`src/rtl/countdown_sched_if.sv`:
```
// countdown_sched_if: client bundle (request/length in, grant/done/busy out) for countdown_sched
// Ports: req0/req1, len0/len1 from the clients; gnt0/gnt1, done0/done1, busy back to them.
// COUNTDOWN_SCHED_ABORT_EN adds abort (client -> scheduler) and aborted (scheduler -> client).
interface countdown_sched_if #(parameter int CW = 3);
  logic req0, req1;
  logic [CW-1:0] len0, len1;
  logic gnt0, gnt1, done0, done1, busy;
`ifdef COUNTDOWN_SCHED_ABORT_EN
  logic abort, aborted;
  modport master (output req0, req1, len0, len1, abort, input gnt0, gnt1, done0, done1, busy, aborted);
  modport slave (input req0, req1, len0, len1, abort, output gnt0, gnt1, done0, done1, busy, aborted);
`else
  modport master (output req0, req1, len0, len1, input gnt0, gnt1, done0, done1, busy);
  modport slave (input req0, req1, len0, len1, output gnt0, gnt1, done0, done1, busy);
`endif
endinterface

```
`src/rtl/countdown_sched.sv`:
```
// countdown_sched: round-robin sharing of one loadable down-counter between two clients
// Ports: clk, reset (async, active low), bus (countdown_sched_if.slave client bundle),
//   cnt_load/cnt_din drive the counter, cnt_count is its current value.
// COUNTDOWN_SCHED_ABORT_EN enables the abort/aborted pair for cancelling a job in LOAD or RUN.
module countdown_sched #(
  parameter int CW = 3
) (
  input  logic          clk,
  input  logic          reset,
  countdown_sched_if.slave bus,
  output logic          cnt_load,
  output logic [CW-1:0] cnt_din,
  input  logic [CW-1:0] cnt_count
);
  typedef enum logic [1:0] {IDLE, LOAD, RUN, DONE} state_t;
  state_t state_q, state_d;
  logic owner_q, owner_d, prio_q, prio_d;
  logic [CW-1:0] len_q, len_d;
  logic gnt0_q, gnt1_q, done0_q, done1_q, busy_q;
  logic zero, win, pick, abort_hit;
  always_comb begin
    zero = cnt_count == '0;
    win = state_q == IDLE && (bus.req0 || bus.req1);
    pick = bus.req0 && bus.req1 ? prio_q : bus.req1;
`ifdef COUNTDOWN_SCHED_ABORT_EN
    abort_hit = bus.abort && (state_q == LOAD || state_q == RUN);
`else
    abort_hit = 1'b0;
`endif
    case (state_q)
      IDLE: state_d = win ? LOAD : IDLE;
      LOAD: state_d = RUN;
      RUN: state_d = zero ? DONE : RUN;
      default: state_d = IDLE;
    endcase
    if (abort_hit) state_d = IDLE;
    owner_d = win ? pick : owner_q;
    len_d = win ? (pick ? bus.len1 : bus.len0) : len_q;
    prio_d = state_q == DONE || abort_hit ? ~owner_q : prio_q;
    // Loading whenever the count is 0 (or outside RUN) keeps the counter from wrapping to all-ones.
    cnt_load = state_q != RUN || zero || abort_hit;
    cnt_din = state_q == LOAD && !abort_hit ? len_q : '0;
  end
`ifdef COUNTDOWN_SCHED_ABORT_EN
  logic aborted_q;
  always_ff @(posedge clk or negedge reset)
    if (!reset) aborted_q <= 1'b0;
    else aborted_q <= abort_hit;
  assign bus.aborted = aborted_q;
`endif
  // Pulse outputs are decoded from the next state so they are registered yet aligned with it.
  always_ff @(posedge clk or negedge reset)
    if (!reset) begin
      state_q <= IDLE;
      owner_q <= 1'b0;
      prio_q <= 1'b0;
      len_q <= '0;
      gnt0_q <= 1'b0;
      gnt1_q <= 1'b0;
      done0_q <= 1'b0;
      done1_q <= 1'b0;
      busy_q <= 1'b0;
    end else begin
      state_q <= state_d;
      owner_q <= owner_d;
      prio_q <= prio_d;
      len_q <= len_d;
      gnt0_q <= state_d == LOAD && !owner_d;
      gnt1_q <= state_d == LOAD && owner_d;
      done0_q <= state_d == DONE && !owner_d;
      done1_q <= state_d == DONE && owner_d;
      busy_q <= state_d != IDLE;
    end
  assign bus.gnt0 = gnt0_q;
  assign bus.gnt1 = gnt1_q;
  assign bus.done0 = done0_q;
  assign bus.done1 = done1_q;
  assign bus.busy = busy_q;
endmodule

```
`src/flat_wrapper.sv`:
```
// flat-port wrapper written by rule: the top's interface ports become plain ports
module countdown_sched_flat 
#(
  parameter int CW = 3
)
  (clk, reset, cnt_load, cnt_din, cnt_count, bus_req0, bus_req1, bus_len0, bus_len1, bus_gnt0, bus_gnt1, bus_done0, bus_done1, bus_busy);
  countdown_sched_if #(.CW(CW)) bus_i ();
  input  logic clk;
  input  logic reset;
  output logic cnt_load;
  output logic [CW-1:0] cnt_din;
  input  logic [CW-1:0] cnt_count;
  input wire logic [$bits(bus_i.req0)-1:0] bus_req0;
  input wire logic [$bits(bus_i.req1)-1:0] bus_req1;
  input wire logic [$bits(bus_i.len0)-1:0] bus_len0;
  input wire logic [$bits(bus_i.len1)-1:0] bus_len1;
  output wire logic [$bits(bus_i.gnt0)-1:0] bus_gnt0;
  output wire logic [$bits(bus_i.gnt1)-1:0] bus_gnt1;
  output wire logic [$bits(bus_i.done0)-1:0] bus_done0;
  output wire logic [$bits(bus_i.done1)-1:0] bus_done1;
  output wire logic [$bits(bus_i.busy)-1:0] bus_busy;
  assign bus_i.req0 = bus_req0;
  assign bus_i.req1 = bus_req1;
  assign bus_i.len0 = bus_len0;
  assign bus_i.len1 = bus_len1;
  assign bus_gnt0 = bus_i.gnt0;
  assign bus_gnt1 = bus_i.gnt1;
  assign bus_done0 = bus_i.done0;
  assign bus_done1 = bus_i.done1;
  assign bus_busy = bus_i.busy;
  countdown_sched #(.CW(CW)) u_core (.clk(clk), .reset(reset), .bus(bus_i), .cnt_load(cnt_load), .cnt_din(cnt_din), .cnt_count(cnt_count));
endmodule
```
`config.mk`:
```
export PLATFORM = sky130hd
export DESIGN_NAME = countdown_sched_flat
export DESIGN_NICKNAME = d
export VERILOG_FILES = /design/src/rtl/countdown_sched_if.sv /design/src/rtl/countdown_sched.sv /design/src/flat_wrapper.sv
export SDC_FILE = /design/constraint.sdc
export NUM_CORES = 1
export LEC_CHECK = 0
export ABC_AREA = 1
export BUFFER_PORTS_ARGS = -buffer_cell sky130_fd_sc_hd__buf_2
export CAP_MARGIN = 25
export CORE_ASPECT_RATIO = 1.2
export CORE_MARGIN = 2
export CORE_UTILIZATION = 23
export DETAILED_ROUTE_END_ITERATION = 10
export GPL_TIMING_DRIVEN = 0
export PLACE_DENSITY_LB_ADDON = 0.08
export SYNTH_ARGS = -nofsm -noshare
export SYNTH_HDL_FRONTEND = slang
export SYNTH_SLANG_ARGS = --single-unit
```
`constraint.sdc`:
```
create_clock -name clk -period 1.12 [get_ports clk]
set_input_delay 0 -clock clk [delete_from_list [all_inputs] [get_ports clk]]
set_output_delay 0 -clock clk [all_outputs]
set_load 0.01 [all_outputs]
```
==> reports/results.md <==
| Result | Value | Unit |
|:---|:---|:---|
| TritonCTS sink count | 12 | - |
| Data required time of the worst path | 1280 | ps |
| Leakage power figure | 0.503 | nW |
| CTS tree | done | - |
| Area of the die | 2990 | sq um |
| Worst-case clock buffer depth | 2 | - |
| Largest net degree at the start of global routing | 13 | - |
| Overall Global Routing Usage | 9.46 | % |
| DR WL/cell | 8.97 | microns |
| Die span in y | 59.5 | microns |
| Number of clock buffers inserted by TritonCTS | 3 | - |
| Detailed-router iteration count before antenna repair | 2 | - |
| Worst path arrival time | 1350 | ps |
| Die X | 50.3 | microns |
| Crit end category | flip-flop | - |
| Count of placed standard cells including taps | 124 | - |
| Vias in the first global route | 474 | - |
| Effective utilization at floorplan | 23.8 | % |
| Final count of hold timing violations | 0 | - |
| Master of the slowest instance on the critical path | dfrtp_1 | - |
| Core Box Area | 2480 | sq um |
| Final Wtd Congestion | 0.687 | - |
| Proportion of power drawn by combinational gates | 50.3 | % |
| Maximum single-stage delay on the critical path | 430 | ps |
| Yosys warnings | 0 | - |
| CTS root buf | clkbuf_4 | - |
| Share of total power in the clock network | 15.9 | % |
| Number of max-cap violations | 0 | - |
| Cell mode on critical path | nand2_2 | - |
| Slew at the pin closest to its max-slew limit | 277 | ps |
| Number of placement rows | 20 | - |
| Number of distinct library cells after synthesis | 11 | - |
| Largest vdd supply drop | 0.000899 | V |
| H-tree levels | 1 | - |
| Critical Path Start Type | flip-flop | - |
| Design area | 902 | sq um |
| Headroom to the max-slew limit | 81.5 | % |
| Part of the total power dissipated in sequential elements | 33.8 | % |
| Net switching power | 0.859 | mW |
| Cell type with the largest total area after synthesis | dfrtp_1 | - |
| Total Routed Length | 1210 | microns |
| Final number of max-transition violations | 0 | - |
| Area Growth Syn to Fin | 52.8 | % |
| Chain of cells forming the critical path | inv_2, ha_4, o21ai_4, nand2_2, nand2_2, nand2_1 | - |
| Mean instance size in the synthesized netlist | 8.44 | sq um |
| Cell area power density | 2410 | nW/um^2 |
| Synth Cell Area | 591 | sq um |
| Post-route insts no fill | 135 | - |
| Switching fraction of total power | 39.4 | % |
| Kind of cell with the highest combined delay on the critical path | flip-flops | - |
| Post-layout util | 36.4 | % |
| Worst clock skew | 1.77 | ps |
| RSZ-0062 raised after global routing | yes | - |
| Top area cells in the synthesized netlist | dfrtp_1, nand2_1, inv_1, ha_1, nor2_1 | - |
| Result of the run | finished with violations | - |
| Post-layout worst setup margin | -61.4 | ps |
| Worst Setup Path Type | flip-flop to flip-flop | - |
| Portion of the clock cycle consumed by the worst path in the final layout | 105 | % |
| Vias per cell | 3.87 | - |
| Yosys top cell area share | 50.8 | % |
| GRT overflow | 0 | - |
| Peak Freq | 846 | MHz |
| Skew-Pair Late Insertion Delay | 270 | ps |
| Vias | 523 | - |
| Number of routed nets with antenna violations | 0 | - |
| Clock-pin slew reported for the worst setup and hold paths after clock tree synthesis | 80 | ps |
| Count of boundary I/O pins | 22 | - |
| First DRT Iteration DRCs | 1 | - |
| Count of buffers from port buffering | 21 | - |
| N_diodes | 0 | - |
| Wire length of the first global-routing pass | 1990 | microns |
| Violations in the final reports | negative setup slack | - |
| Critical-path maximum fanout | 6 | - |
| Post-route DRC violation count | 0 | - |
| Post-layout nets | 120 | - |
| Period minus WS final | 1180 | ps |
| Number of failing setup endpoints in the final timing report | 13 | - |
| Cell internal power dissipation | 1.32 | mW |
| Synth Register Bits | 12 | - |
| Type of the tightest min-delay check | input port to flip-flop | - |
| Total placed instance area | 737 | sq um |
| Total buffers and inverters traversed by the critical path | 1 | - |
| DPL Wire Length | 922 | microns |
| Mapped Nets | 87 | - |
| Share of final-layout standard cells stronger than drive strength 1 | 47.1 | % |
| Synthesized instance count | 70 | - |
| Share of the yosys chip area belonging to registers | 50.8 | % |
| Total Neg Setup Slack | -434 | ps |
| Antenna violations before repair | 0 | - |
[cells in the final DEF (no fill, tap or decap)]
cell type,count
buf_2,21
nand2_1,16
dfrtp_1,12
inv_1,10
nor2_1,7
inv_2,5
nand2_2,4
nand3_2,3
o21ai_1,3
ha_4,3
clkbuf_4,3
dlygate4sd3_1,3
buf_4,3
nand2_4,2
o21ai_4,1
nand3_1,1
nor2_2,1
o21ai_0,1
ha_1,1
clkbuf_8,1
buf_6,1
[synthesized netlist by cell type]
cell type  count
nand2_1       20
inv_1         14
dfrtp_1       12
nor2_1         8
ha_1           4
nand3_1        4
o21ai_1        3
nand2_4        2
inv_2          1
o21ai_0        1
o21ai_4        1
[routing by layer]
metal | vias to the layer above | wire, microns | track usage, %
met3 | 2 | 61 | 4.80
met5 | - | 0 | 0
li1 | 272 | - | -
met2 | 10 | 570 | 15.4
met1 | 239 | 563 | 10.5
met4 | 0 | 15 | 3.57
[flip-flops by register name, summed over array words and instances, names as in the netlist]
signal            flops
u_core.bus.busy       1
u_core.prio_q         1
u_core.len_q          3
u_core.bus.gnt0       1
u_core.bus.gnt1       1
u_core.bus.done0      1
u_core.state_q        2
u_core.owner_q        1
u_core.bus.done1      1
[timing repair]
action                                  in CTS  in global routing
endpoints found under the setup margin      13                 13
pin swaps                                    6                  2
buffers inserted                             3                  1
hold endpoints to repair                    14                  0
gates resized for setup                     15                  4
hold buffers                                 3                  0
[stage by stage]
| stage | total power [mW] | hold WS, ps | setup slack, ps |
|---|---|---|---|
| 6_report | 2.18 | 2.69 | -61.4 |
| 5_1_grt | 2.39 | 5.72 | -135 |
| 4_1_cts | 2.16 | 3.57 | -76.1 |
| 3_5_place_dp | 1.54 | -94.8 | -105 |
| 3_3_place_gp | 1.54 | -87.2 | -135 |
| 2_1_floorplan | 1.28 | -296 | 37.2 |
[kinds of logic (layout without fill, tap and decap cells)]
logic type	after synthesis	after routing	synth area share, %
and+or+nand+nor	34	34	25.0
AOI/OAI and AO/OA	5	5	6.14
adders and majority gates	4	4	8.47
DFF	12	12	50.8
buffers and inverters	15	47	9.53
[worst paths after layout]
kind                                              from                          end  slack (ps)  cells past startpoint
min reg2reg                  u_core.prio_q$_DFFE_PN0N_    u_core.prio_q$_DFFE_PN0N_         490                      2
max                        u_core.state_q[0]$_DFF_PN0_    u_core.bus.busy$_DFF_PN0_         -60                      6
max in group asynchronous                        reset     u_core.owner_q$_DFF_PN0_         780                      2
min in group asynchronous                        reset  u_core.len_q[0]$_DFFE_PN0N_         130                      2
min                                        bus_len1[1]  u_core.len_q[1]$_DFFE_PN0N_           3                      3
max reg2reg                u_core.state_q[0]$_DFF_PN0_    u_core.bus.busy$_DFF_PN0_         -60                      6
[layout make-up]
cell class                      instances  area (sq um)
Fill cell                             277          1580
Sequential cell                        12           300
Multi-Input combinational cell         43           299
Timing Repair Buffer                   28           169
Inverter                               15          56.3
Tap cell                               33          41.3
Clock buffer                            4          36.3
[power groups by stage]
stage          Clock (mW)  Combinational [mW]  Sequential, mW
2_1_floorplan           0               0.528           0.750
3_3_place_gp            0               0.818           0.725
3_5_place_dp            0               0.811           0.728
4_1_cts             0.363                1.07           0.735
5_1_grt             0.388                1.23           0.766
6_report            0.346                1.09           0.737
[worst register-to-register path, delay by kind of cell (launching register included)]
family	cells	cell delay [ps]
adders and majority gates	1	170
AOI/OAI and AO/OA	1	110
DFF	1	430
and+or+nand+nor	3	270
buffers and inverters	1	90
(Power assumes the default switching activity.)
